$ cat src/rtl/bf16_to_fp8_requant.sv
// bf16_to_fp8_requant: two-stage BF16 -> FP8 E4M3 requantizer with power-of-two scale.
// Define FP8_RNE_EN for round-to-nearest-even; the default build truncates.
module bf16_to_fp8_requant #(
    parameter int SCALE_W = 5,
    parameter int CNT_W   = 16
) (
    input  logic               clk,
    input  logic               rst_n,
    input  logic               in_valid,
    output logic               in_ready,
    input  logic [15:0]        in_data,
    input  logic [SCALE_W-1:0] scale_shift,
    output logic               out_valid,
    input  logic               out_ready,
    output logic [7:0]         out_data,
    input  logic               cnt_clr,
    output logic [CNT_W-1:0]   sat_count,
    output logic [CNT_W-1:0]   flush_count
);
    typedef enum logic [1:0] {CLS_NORM, CLS_ZERO, CLS_INF, CLS_NAN} cls_e;
    logic              v1_q, v1_d, v2_q, v2_d, adv1, adv2, fire, rnd;
    logic              s1_q, s1_d;
    logic signed [9:0] e1_q, e1_d, er;
    logic [2:0]        m1_q, m1_d;
    logic [3:0]        mr;
    cls_e              cls_q, cls_d;
`ifdef FP8_RNE_EN
    logic [1:0]        gs_q, gs_d;
`endif
    logic [7:0]        out_q, out_d;
    logic              sat_q, sat_d, flush_q, flush_d;
    logic [CNT_W-1:0]  sat_cnt_q, sat_cnt_d, flush_cnt_q, flush_cnt_d;

    assign adv2        = !v2_q || out_ready;
    assign adv1        = v1_q && adv2;
    assign in_ready    = !v1_q || adv2;
    assign fire        = v2_q && out_ready;
    assign out_valid   = v2_q;
    assign out_data    = out_q;
    assign sat_count   = sat_cnt_q;
    assign flush_count = flush_cnt_q;

`ifdef FP8_RNE_EN
    assign rnd = gs_q[1] && (gs_q[0] || m1_q[0]);
`else
    assign rnd = 1'b0;
`endif

    always_comb begin
        v1_d  = in_ready ? in_valid : v1_q;
        v2_d  = adv2 ? v1_q : v2_q;
        s1_d  = in_data[15];
        e1_d  = {2'b00, in_data[14:7]} - 10'd127 + {{(10-SCALE_W){scale_shift[SCALE_W-1]}}, scale_shift};
        m1_d  = in_data[6:4];
        cls_d = (in_data[14:7] == 8'h00) ? CLS_ZERO :
                (in_data[14:7] != 8'hFF) ? CLS_NORM :
                (|in_data[6:0])          ? CLS_NAN  : CLS_INF;
`ifdef FP8_RNE_EN
        gs_d  = {in_data[3], |in_data[2:0]};
`endif
    end

    // Flush is judged on the pre-rounding exponent; a mantissa carry bumps the exponent.
    always_comb begin
        mr      = {1'b0, m1_q} + {3'b000, rnd};
        er      = e1_q + {9'd0, mr[3]};
        flush_d = (cls_q == CLS_NORM) && (e1_q < -10'sd6);
        sat_d   = (cls_q == CLS_INF) || (cls_q == CLS_NAN) ||
                  ((cls_q == CLS_NORM) && !flush_d && ((er > 10'sd8) || ((er == 10'sd8) && (mr[2:0] == 3'b111))));
        out_d   = (cls_q == CLS_NAN)                ? 8'h7F :
                  ((cls_q == CLS_ZERO) || flush_d)  ? 8'h00 :
                  sat_d                             ? {s1_q, 7'h7E} :
                                                      {s1_q, er[3:0] + 4'd7, mr[2:0]};
    end

    always_comb begin
        sat_cnt_d   = cnt_clr ? '0 : (fire && sat_q && !(&sat_cnt_q)) ? sat_cnt_q + CNT_W'(1) : sat_cnt_q;
        flush_cnt_d = cnt_clr ? '0 : (fire && flush_q && !(&flush_cnt_q)) ? flush_cnt_q + CNT_W'(1) : flush_cnt_q;
    end

    always_ff @(posedge clk or negedge rst_n) begin
        if (!rst_n) begin
            v1_q        <= 1'b0;
            v2_q        <= 1'b0;
            s1_q        <= 1'b0;
            e1_q        <= '0;
            m1_q        <= '0;
            cls_q       <= CLS_ZERO;
`ifdef FP8_RNE_EN
            gs_q        <= '0;
`endif
            out_q       <= 8'h00;
            sat_q       <= 1'b0;
            flush_q     <= 1'b0;
            sat_cnt_q   <= '0;
            flush_cnt_q <= '0;
        end else begin
            v1_q        <= v1_d;
            v2_q        <= v2_d;
            sat_cnt_q   <= sat_cnt_d;
            flush_cnt_q <= flush_cnt_d;
            if (in_valid && in_ready) begin
                s1_q  <= s1_d;
                e1_q  <= e1_d;
                m1_q  <= m1_d;
                cls_q <= cls_d;
`ifdef FP8_RNE_EN
                gs_q  <= gs_d;
`endif
            end
            if (adv1) begin
                out_q   <= out_d;
                sat_q   <= sat_d;
                flush_q <= flush_d;
            end
        end
    end
endmodule

$ cat config.mk
export PLATFORM = sky130hd
export DESIGN_NAME = bf16_to_fp8_requant
export DESIGN_NICKNAME = d
export VERILOG_FILES = /design/src/rtl/bf16_to_fp8_requant.sv
export SDC_FILE = /design/constraint.sdc
export NUM_CORES = 1
export LEC_CHECK = 0
export ABC_AREA = 1
export CAP_MARGIN = 20
export CORE_AREA = 4 4 86 88
export CTS_BUF_LIST = sky130_fd_sc_hd__clkbuf_16
export DETAILED_ROUTE_END_ITERATION = 10
export DIE_AREA = 0 0 90 92
export DONT_BUFFER_PORTS = 1
export MAX_ROUTING_LAYER = met4
export PLACE_DENSITY = 0.73
export SLEW_MARGIN = 10
export SYNTH_ARGS = -nofsm -noshare
export SYNTH_HDL_FRONTEND = slang
export SYNTH_SLANG_ARGS = --single-unit
$ cat constraint.sdc
create_clock -name clk -period 2.01 [get_ports clk]
set_input_delay 0.402 -clock clk [delete_from_list [all_inputs] [get_ports clk]]
set_output_delay 0.402 -clock clk [all_outputs]
set_load 0.03 [all_outputs]
After elaboration in Yosys (flattened, before gate mapping)
Index checks and enable logic that the tools add are counted.
- output and inout bits: 42
- bits in registers: 60
- memories kept: 0
- ROM bits: 0
- logic and storage cells: 63
- latch bits: 0
- RAM bits: 0
- reduce and logical (&&, ||, !) cells: 29
- bitwise logic cells: 0
- div/mod/pow operators: 0
- equality and inequality tests: 6
- multipliers: 0
- multiplexer cells: 10
- shift-type cells: 0
- add/sub/neg operators: 5
- order comparisons: 2
- operators with widths (operator ; number):
    16-bit two-way mux ; 4
    16-bit by 1-bit adder with 16-bit output, second input constant ; 2
    16-bit AND reduction ; 2
    8-bit two-way mux ; 2
    1-bit logical AND ; 11
    9-bit by 5-bit adder with 10-bit output ; 1
    10-bit by 5-bit == test with 1-bit output, second input constant ; 1
    10-bit by 5-bit > comparator with 1-bit output, second input constant ; 1
    10-bit by 4-bit < comparator with 1-bit output, second input constant ; 1
    8-bit by 7-bit subtractor with 9-bit output, second input constant ; 1
    8-bit logical NOT ; 1
    8-bit != test, second input constant ; 1
    7-bit two-way mux ; 1
    7-bit OR reduction ; 1
    1-bit logical OR ; 6
    1-bit logical NOT ; 5
    4-bit by 3-bit adder with 4-bit output, second input constant ; 1
    2-bit == test, second input constant ; 2
    2-bit two-way mux ; 2
    2-bit nonzero test ; 2
    3-bit == test, second input constant ; 1
    2-bit by 1-bit == test with 1-bit output, second input constant ; 1
    2-bit logical NOT ; 1
    1-bit two-way mux ; 1

Depth between registers and ports, before layout
Gate-level depths: netlist (run 1).
- depth in word-level cells: 9
- mapped depth: 18
- mapped depth without buffers: 18

Worst setup path after synthesis (run 1)
OpenSTA, ideal clock, no wires.
- path type: input -> register
- start: in in_data[7]
- end: reg e1_q[9]
- path buffers: 0
- path slack: -0.008 ns
- stages: 18
- arrival: 1.902 ns
- path through: ha_1 -> nand2_1 -> nor2_1 -> inv_2 -> nor2_1 -> nand2_1 -> inv_1 -> nor2_1 -> ha_1 -> nand2_1 -> nor2_1 -> nand2_1 -> nand2_1 -> nand2_1 -> nand2_1 -> nand2_1 -> nand2_1 -> nand2_1
- word-level cells in the longest chain between the ends: 2
- RTL lines (element ; line ; text):
    from (decl) ; 11 ; input logic [15:0] in_data,
    8-bit by 7-bit subtractor with 9-bit output ; 53 ; e1_d = {2'b00, in_data[14:7]} - 10'd127 + {{(10-SCALE_W){scale_shift[SCALE_W-1]}}, scale_shift};
    9-bit by 5-bit adder with 10-bit output ; 53 ;
    to (signal assigned) ; 86 ; e1_q <= '0;
    to (signal assigned) ; 104 ; e1_q <= e1_d;
    to (decl) ; 23 ; logic signed [9:0] e1_q, e1_d, er;
Every way passes these cells.
A chain may end at the register's enable or synchronous reset.

Final worst setup path (run 1)
Same ends and word-level chain as after synthesis.

==> results.md, run 1 <==
- Warnings, synthesis: 0
- Timing startpoint of the critical path: in_data[7]
- Wire length after detailed routing: 9.32 mm
- Count of standard-cell rows: 30
- Hold Violations, Final: 0
- Count of antenna diodes in the layout: 0
- Compound-gate portion of the synthesized area: 5.44%
- Average instance area after synthesis: 7.02 um^2
- Final critical-path share of the clock period: 91.5%
- Post-Synth Simple-Gate Area: 39.3%
- Maximum fanout along the worst path: 4
- Final worst setup slack: 0.172 ns
- Post-detailed-route DRC marker count: 0
- Worst slew pin tran: 0.503 ns
- DR WL/cell: 13.8 um
- Combinational family with the most area after synthesis: simple AND/OR/NAND/NOR gates
- TritonCTS Buffers: 9
- Syn nets: 588
- Asr flop ratio synth: 100%
- Level count of the clock H-tree: 3
- Final weighted congestion in routability-driven placement: 0.939
- Number of antenna violations at the first check in global routing: 0
- Max capacitance violation total: 0
- Data arrival at the endpoint of the critical path: 2.06 ns
- Flip-flop and latch count after synthesis: 60
- Worst hold path class: primary input to flop
- Final ANT Viol Nets: 0
- Proportion of layout cells with a drive suffix above 1: 14.9%
- Pwr/cell area: 867 nW/um^2
- Leftover overflow at the end of global routing: 0
- Run status: complete, no violations
- Most common cell after layout, fill and taps aside: nand2_1
- Crit-path cells: ha_1, nand2_1, nor2_2, buf_4, buf_4, xor2_1, ha_1, nand2_1, a21oi_2, nor2_1, nand2_1, nand2_1, nand2_1, nand2_1, nand2_1, nand2_1
- Die boundary height: 92 um
- Post-detailed-placement half-perimeter wirelength: 6.72 mm
- Static power due to leakage: 2.34 nW
- Signed area change from the synthesized netlist to the final layout: 19.8%
- Post-Syn Area: 3840 um^2
- Reg2Reg Launch Point: flush_count[0]
- Final-report setup violation count: 0
- Starting density of the core: 57.8%
- Clock slew at reported path FFs: 0.05 ns
- Hold_ws: 0.182 ns
- Data required time at the worst endpoint: 2.23 ns
- IO buf count: 0
- Die outline area: 8280 um^2
- Post-synthesis mux area share: 0%
- Largest vdd supply drop: 0.594 mV
- Number of global-route vias before repair: 3,639
- Clock Path Buffers: 2
- Worst slack after detailed placement: -0.0983 ns
- Sum of internal, switching and leakage power: 3.99 mW
- Achievable Freq: 544 MHz
- Cell count after synthesis: 547
- CP startpoint kind: primary input
- Worst clock skew: 0.00733 ns
- Skew-Pair Late Insertion Delay: 0.33 ns
- Adder-cell area share of the yosys netlist: 5.08%
- Master cell of the clock root buffer: clkbuf_16
- Count of clock tree sinks: 60
- Synth cell types: 41
- Final Slew Violations: 0
- Net count reported at finish: 633
- Total routing resource utilization after global routing: 24.6%
- Unrepaired setup endpoints after global routing: false
- Global-route wire length before repair: 16.2 mm
- Cell repeated most along the worst path: nand2_1
- Register area share after synthesis: 39.1%
- Endpoint type of the worst setup path: flop
- Slowest CP cell: ha_1
- Initial DRT Pass Iterations: 4
- Critical path class: primary input to flop
- Most used flip-flop cell after synthesis: dfrtp_1
- Count of boundary I/O pins: 68
- Start point of the worst hold path: in_data[15]
- Share of the synthesized netlist area taken by xor and xnor gates: 4.33%
- Most frequent cells in the layout: 194 x nand2_1, 61 x nor2_1, 59 x dfrtp_1, 44 x inv_1, 44 x nand3_1
- Die span in x: 90 um
- Min Tclk post-route: 1.84 ns
- Std-Cell Core Area: 6640 um^2
- Largest net degree at the start of global routing: 61
- Largest stage delay on the critical path: 0.35 ns
- Number of synthesized flops with an enable pin: 0
- Via count of the routed design: 3,645
- Initial DRC count: 172
- CTS tree: done
- Relative slew slack: 66.3%
- Via-per-instance ratio: 5.38
## logic make-up (layout without fill, tap and decap cells)
logic type,after synthesis,in the layout
and+or+nand+nor,350,350
buffers and inverters,65,115
DFF,60,60
AOI/OAI and AO/OA,38,38
xor gates and xnor gates,19,19
adders and majority gates,15,15
## flip-flops by register name, summed over array words and instances, names as in the netlist
signal       flops
e1_q            10
flush_count     16
sat_q            1
out_valid        1
s1_q             1
v1_q             1
cls_q            2
flush_q          1
sat_count       16
out_data         8
m1_q             3
## worst paths after layout
kind | to | slack (ns) | depth (start not counted)
max in group asynchronous | cls_q[0] | 1.08 | 2
worst min-delay path | s1_q | 0.18 | 2
worst max-delay path | e1_q[9] | 0.17 | 16
min in group asynchronous | sat_count[13] | 0.59 | 2
worst min register to register | s1_q | 0.48 | 2
worst max register to register | flush_count[8] | 0.18 | 9
## what timing repair did
item                                    4_1_cts  5_1_grt
hold buffers                                  2        0
endpoints found under the setup margin        0       15
gates resized for setup                       0        4
buffers inserted                              0        2
hold endpoints to repair                     60        0
## per-layer routing
metal | up-vias | GRT usage, % | wire length, um
met5 | - | - | 0
met4 | 0 | 8.42 | 125
met3 | 11 | 7.22 | 635
met2 | 95 | 42.3 | 4740
met1 | 1695 | 27.5 | 3810
li1 | 1844 | - | -
## power by group
group | switching, mW | internal, mW | total (mW)
registers | 0.214 | 1.35 | 1.57
logic | 0.427 | 0.243 | 0.670
clock network | 0.549 | 1.20 | 1.75
## critical path: cells and delay by family
kind	cells	cell delay (ns)
AOI/OAI and AO/OA	1	0.13
adders and majority gates	2	0.54
and+or+nand+nor	10	0.61
buffers and inverters	2	0.24
xor gates and xnor gates	1	0.13
## Yosys cell counts, types with 4 or more instances
master / instances / area [um^2]
clkbuf_1: 4 / 15.0
a21oi_1: 9 / 45.0
dfrtp_1: 59 / 1480
nand2_1: 195 / 732
o21ai_0: 8 / 40.0
ha_1: 14 / 175
nand4_1: 20 / 125
or2_2: 4 / 25.0
o21ai_1: 13 / 65.1
xor2_1: 16 / 140
inv_1: 44 / 165
nor2_1: 63 / 236
nand3_1: 44 / 220
nor3_1: 6 / 30.0
inv_2: 9 / 33.8
## cell type report
type / instances / area [um^2]
clock buffer: 9 / 225
clock inverter: 7 / 115
inverter: 54 / 203
tap: 80 / 100
multi-input combinational: 422 / 2100
timing repair buffer: 45 / 360
sequential: 60 / 1500
fill: 579 / 2040
## stage by stage
step | TNS [ns] | instances | utilization [%] | instance area, um^2
2_1_floorplan | 0 | 547 | - | 3840
3_3_place_gp | -0.0420 | 657 | 63.1 | 4200
3_5_place_dp | -0.195 | 657 | 63.1 | 4200
4_1_cts | 0 | 675 | 68.8 | 4570
5_1_grt | 0 | 677 | 69.3 | 4600
6_report | 0 | 677 | 69.3 | 4600
(Power assumes the default switching activity.)
==> inputs of run 2 (changes only) <==
Settings changed: ABC_AREA 1 to unset, CAP_MARGIN 20 to unset, CORE_AREA 4 4 86 88 to 4 4 82 84, DIE_AREA 0 0 90 92 to 0 0 86 88, PLACE_DENSITY 0.73 to 0.74, REMOVE_ABC_BUFFERS set to 1.
==> run 2 against run 1 <==
Effect of this change:
- via count shrank 21%
- cell count shrank 27%
- first-iteration DRC count shrank 23%
- largest power group unchanged
==> results.md, run 2 <==
- Run status: complete, no violations
- Skew-Pair Late Insertion Delay: 0.32 ns
- Kind of cell adding the most delay to the critical path: compound AO/OA/AOI/OAI gates
- Count of clock tree sinks: 60
- Number of global-route vias before repair: 2,914
- Critical path class: primary input to flop
- Cell repeated most along the worst path: ha_1
- Flip-flop and latch count after synthesis: 60
- Max capacitance violation total: 0
- Most used flip-flop cell after synthesis: dfrtp_1
- Adder-cell area share of the yosys netlist: 5.57%
- Hold Violations, Final: 0
- Level count of the clock H-tree: 3
- Post-detailed-placement half-perimeter wirelength: 5.66 mm
- Most used standard cells in the synthesized netlist: 59 x dfrtp_1, 47 x nor2_1, 29 x nand2_1
- Final Slew Violations: 0
- Final worst setup slack: 0.152 ns
- Fin cells: 492
- Leading post-synthesis cells by cell area: dfrtp_1 42%, xor2_1 6.0%, nor2_1 5.0%
- Average instance area after synthesis: 9.66 um^2
- Clock Path Buffers: 2
- Die span in x: 86 um
- Worst clock skew: 0.00549 ns
- Unrepaired setup endpoints after global routing: false
- Number of inserted filler cells in the final layout: 426
- IO buf count: 0
- Wire length after detailed routing: 7.80 mm
- Endpoint type of the worst setup path: flop
- Initial DRT Pass Iterations: 4
- Final critical-path share of the clock period: 92.4%
- Most frequent cells in the layout: 59 x dfrtp_1, 47 x nor2_1, 44 x buf_4, 29 x nand2_1, 24 x xor2_1
- FF+latch area: 1500 um^2
- Reg2Reg Launch Point: e1_q[1]
- Global-route wire length before repair: 13.3 mm
- Post-Synth Simple-Gate Area: 26.4%
- Worst hold path class: primary input to flop
- CP startpoint kind: primary input
- Pwr/cell area: 878 nW/um^2
- Area share of the largest cell type after synthesis: 42.1%
- Clock slew at reported path FFs: 0.05 ns
- Timing startpoint of the critical path: in_data[7]
- DR WL/cell: 15.9 um
- Final-report setup violation count: 0
- Die outline area: 7570 um^2
- Start point of the worst hold path: cnt_clr
- Worst slew pin tran: 0.580 ns
- Total routing resource utilization after global routing: 22.8%
- Net count reported at finish: 453
- Master cell of the clock root buffer: clkbuf_16
- Asr flop ratio synth: 100%
- Die boundary height: 88 um
- Slowest CP cell: or3_1
- Post-detailed-route DRC marker count: 0
- Combinational family with the most area after synthesis: simple AND/OR/NAND/NOR gates
- Number of antenna violations at the first check in global routing: 0
- Achievable Freq: 538 MHz
- Crit-path cells: ha_1, nand3_1, nor2_1, xor2_1, ha_1, or3_1, o211a_1, o21a_1, o31ai_1
- Share of the synthesized netlist area taken by xor and xnor gates: 9.24%
- Via count of the routed design: 2,879
- Largest area contributor in the netlist: dfrtp_1
- Register area share after synthesis: 42.9%
- TritonCTS Buffers: 9
- Signed area change from the synthesized netlist to the final layout: 21.4%
- Multi-input gate area in the final layout: 1920 um^2
- Largest net degree at the start of global routing: 61
- Relative slew slack: 61.1%
- Proportion of layout cells with a drive suffix above 1: 20.1%
- Maximum fanout along the worst path: 4
- Std-Cell Core Area: 5920 um^2
- Compound-gate portion of the synthesized area: 11.1%
- Number of gates resized after CTS: 0
- Leftover overflow at the end of global routing: 0
- Count of standard-cell rows: 28
- Number of synthesized flops with an enable pin: 0
- Largest vdd supply drop: 0.596 mV
- Hold_ws: 0.138 ns
- Warnings, synthesis: 0
- Post-synthesis mux area share: 2.50%
- Data arrival at the endpoint of the critical path: 2.08 ns
- Static power due to leakage: 1.97 nW
- Cell count after synthesis: 363
- Count of antenna diodes in the layout: 0
- Initial DRC count: 133
- Sum of buffers and inverters on the critical path: 0
- Final ANT Viol Nets: 0
- Starting density of the core: 59.2%
- Via-per-instance ratio: 5.85
- Cell with the most instances after synthesis: dfrtp_1
- Data required time at the worst endpoint: 2.24 ns
- Min Tclk post-route: 1.86 ns
- Post-Syn Area: 3510 um^2
- Number of cells after detailed placement: 474
- Most common cell after layout, fill and taps aside: dfrtp_1
- Final weighted congestion in routability-driven placement: 0.805
- Count of boundary I/O pins: 68
- Largest stage delay on the critical path: 0.34 ns
- CTS tree: done
- Synth cell types: 59
- Number of buffers inserted to repair setup after CTS: 0
- Worst slack after detailed placement: -0.195 ns
run 2: area by class of cell:
cell class                 count  share of cell area [%]
clock buffer                   9                    5.29
clock inverter                 7                    2.32
inverter                      12                    1.06
multi-input combinational    283                    45.2
sequential                    60                    35.3
tap                           75                    2.20
timing repair buffer          46                    8.64
run 2: metal layers:
layer	vias up	global-route usage, %	wire length (um)
li1	1408	-	-
met1	1363	25.4	3130
met2	97	39.2	4010
met3	11	6.49	582
met4	0	8.20	84
met5	-	-	0
run 2: final timing paths:
kind                                       end  slack (ns)  cells past startpoint
max in group asynchronous             cls_q[0]        1.10                      2
min in group asynchronous       flush_count[9]        0.61                      2
worst min-delay path            flush_count[6]        0.14                      1
worst max-delay path                   e1_q[8]        0.15                      9
worst min register to register         e1_q[5]        0.51                      2
worst max register to register     out_data[5]        0.32                      5
run 2: timing repair:
| item | CTS | global route |
|---|---|---|
| setup endpoints to repair | 0 | 0 |
| hold endpoints to repair | 60 | 0 |
| hold buffers | 2 | 0 |
run 2: per-stage QoR:
stage | utilization [%] | instance area (um^2) | TNS, ns | total power, mW
after floorplan | - | 3470 | -0.335 | 1.93
after global placement | 65.8 | 3900 | -0.292 | 2.07
after detailed placement | 65.8 | 3900 | -0.410 | 2.09
after CTS | 71.9 | 4260 | 0 | 3.78
after global routing | 71.9 | 4260 | 0 | 3.92
final | 71.9 | 4260 | 0 | 3.74
run 2: kinds of logic (layout without fill, tap and decap cells):
| family | after synthesis | count (layout) |
|---|---|---|
| simple gates | 164 | 164 |
| flops | 60 | 60 |
| compound gates | 59 | 59 |
| xor+xnor | 37 | 37 |
| buf+inv | 20 | 74 |
| fa+ha+maj | 15 | 15 |
| mux | 8 | 8 |
run 2: report_power, final:
group / internal (mW) / switching [mW] / total, mW
clock network: 1.09 / 0.558 / 1.65
logic: 0.258 / 0.295 / 0.553
registers: 1.34 / 0.201 / 1.54
total: 2.68 / 1.05 / 3.74
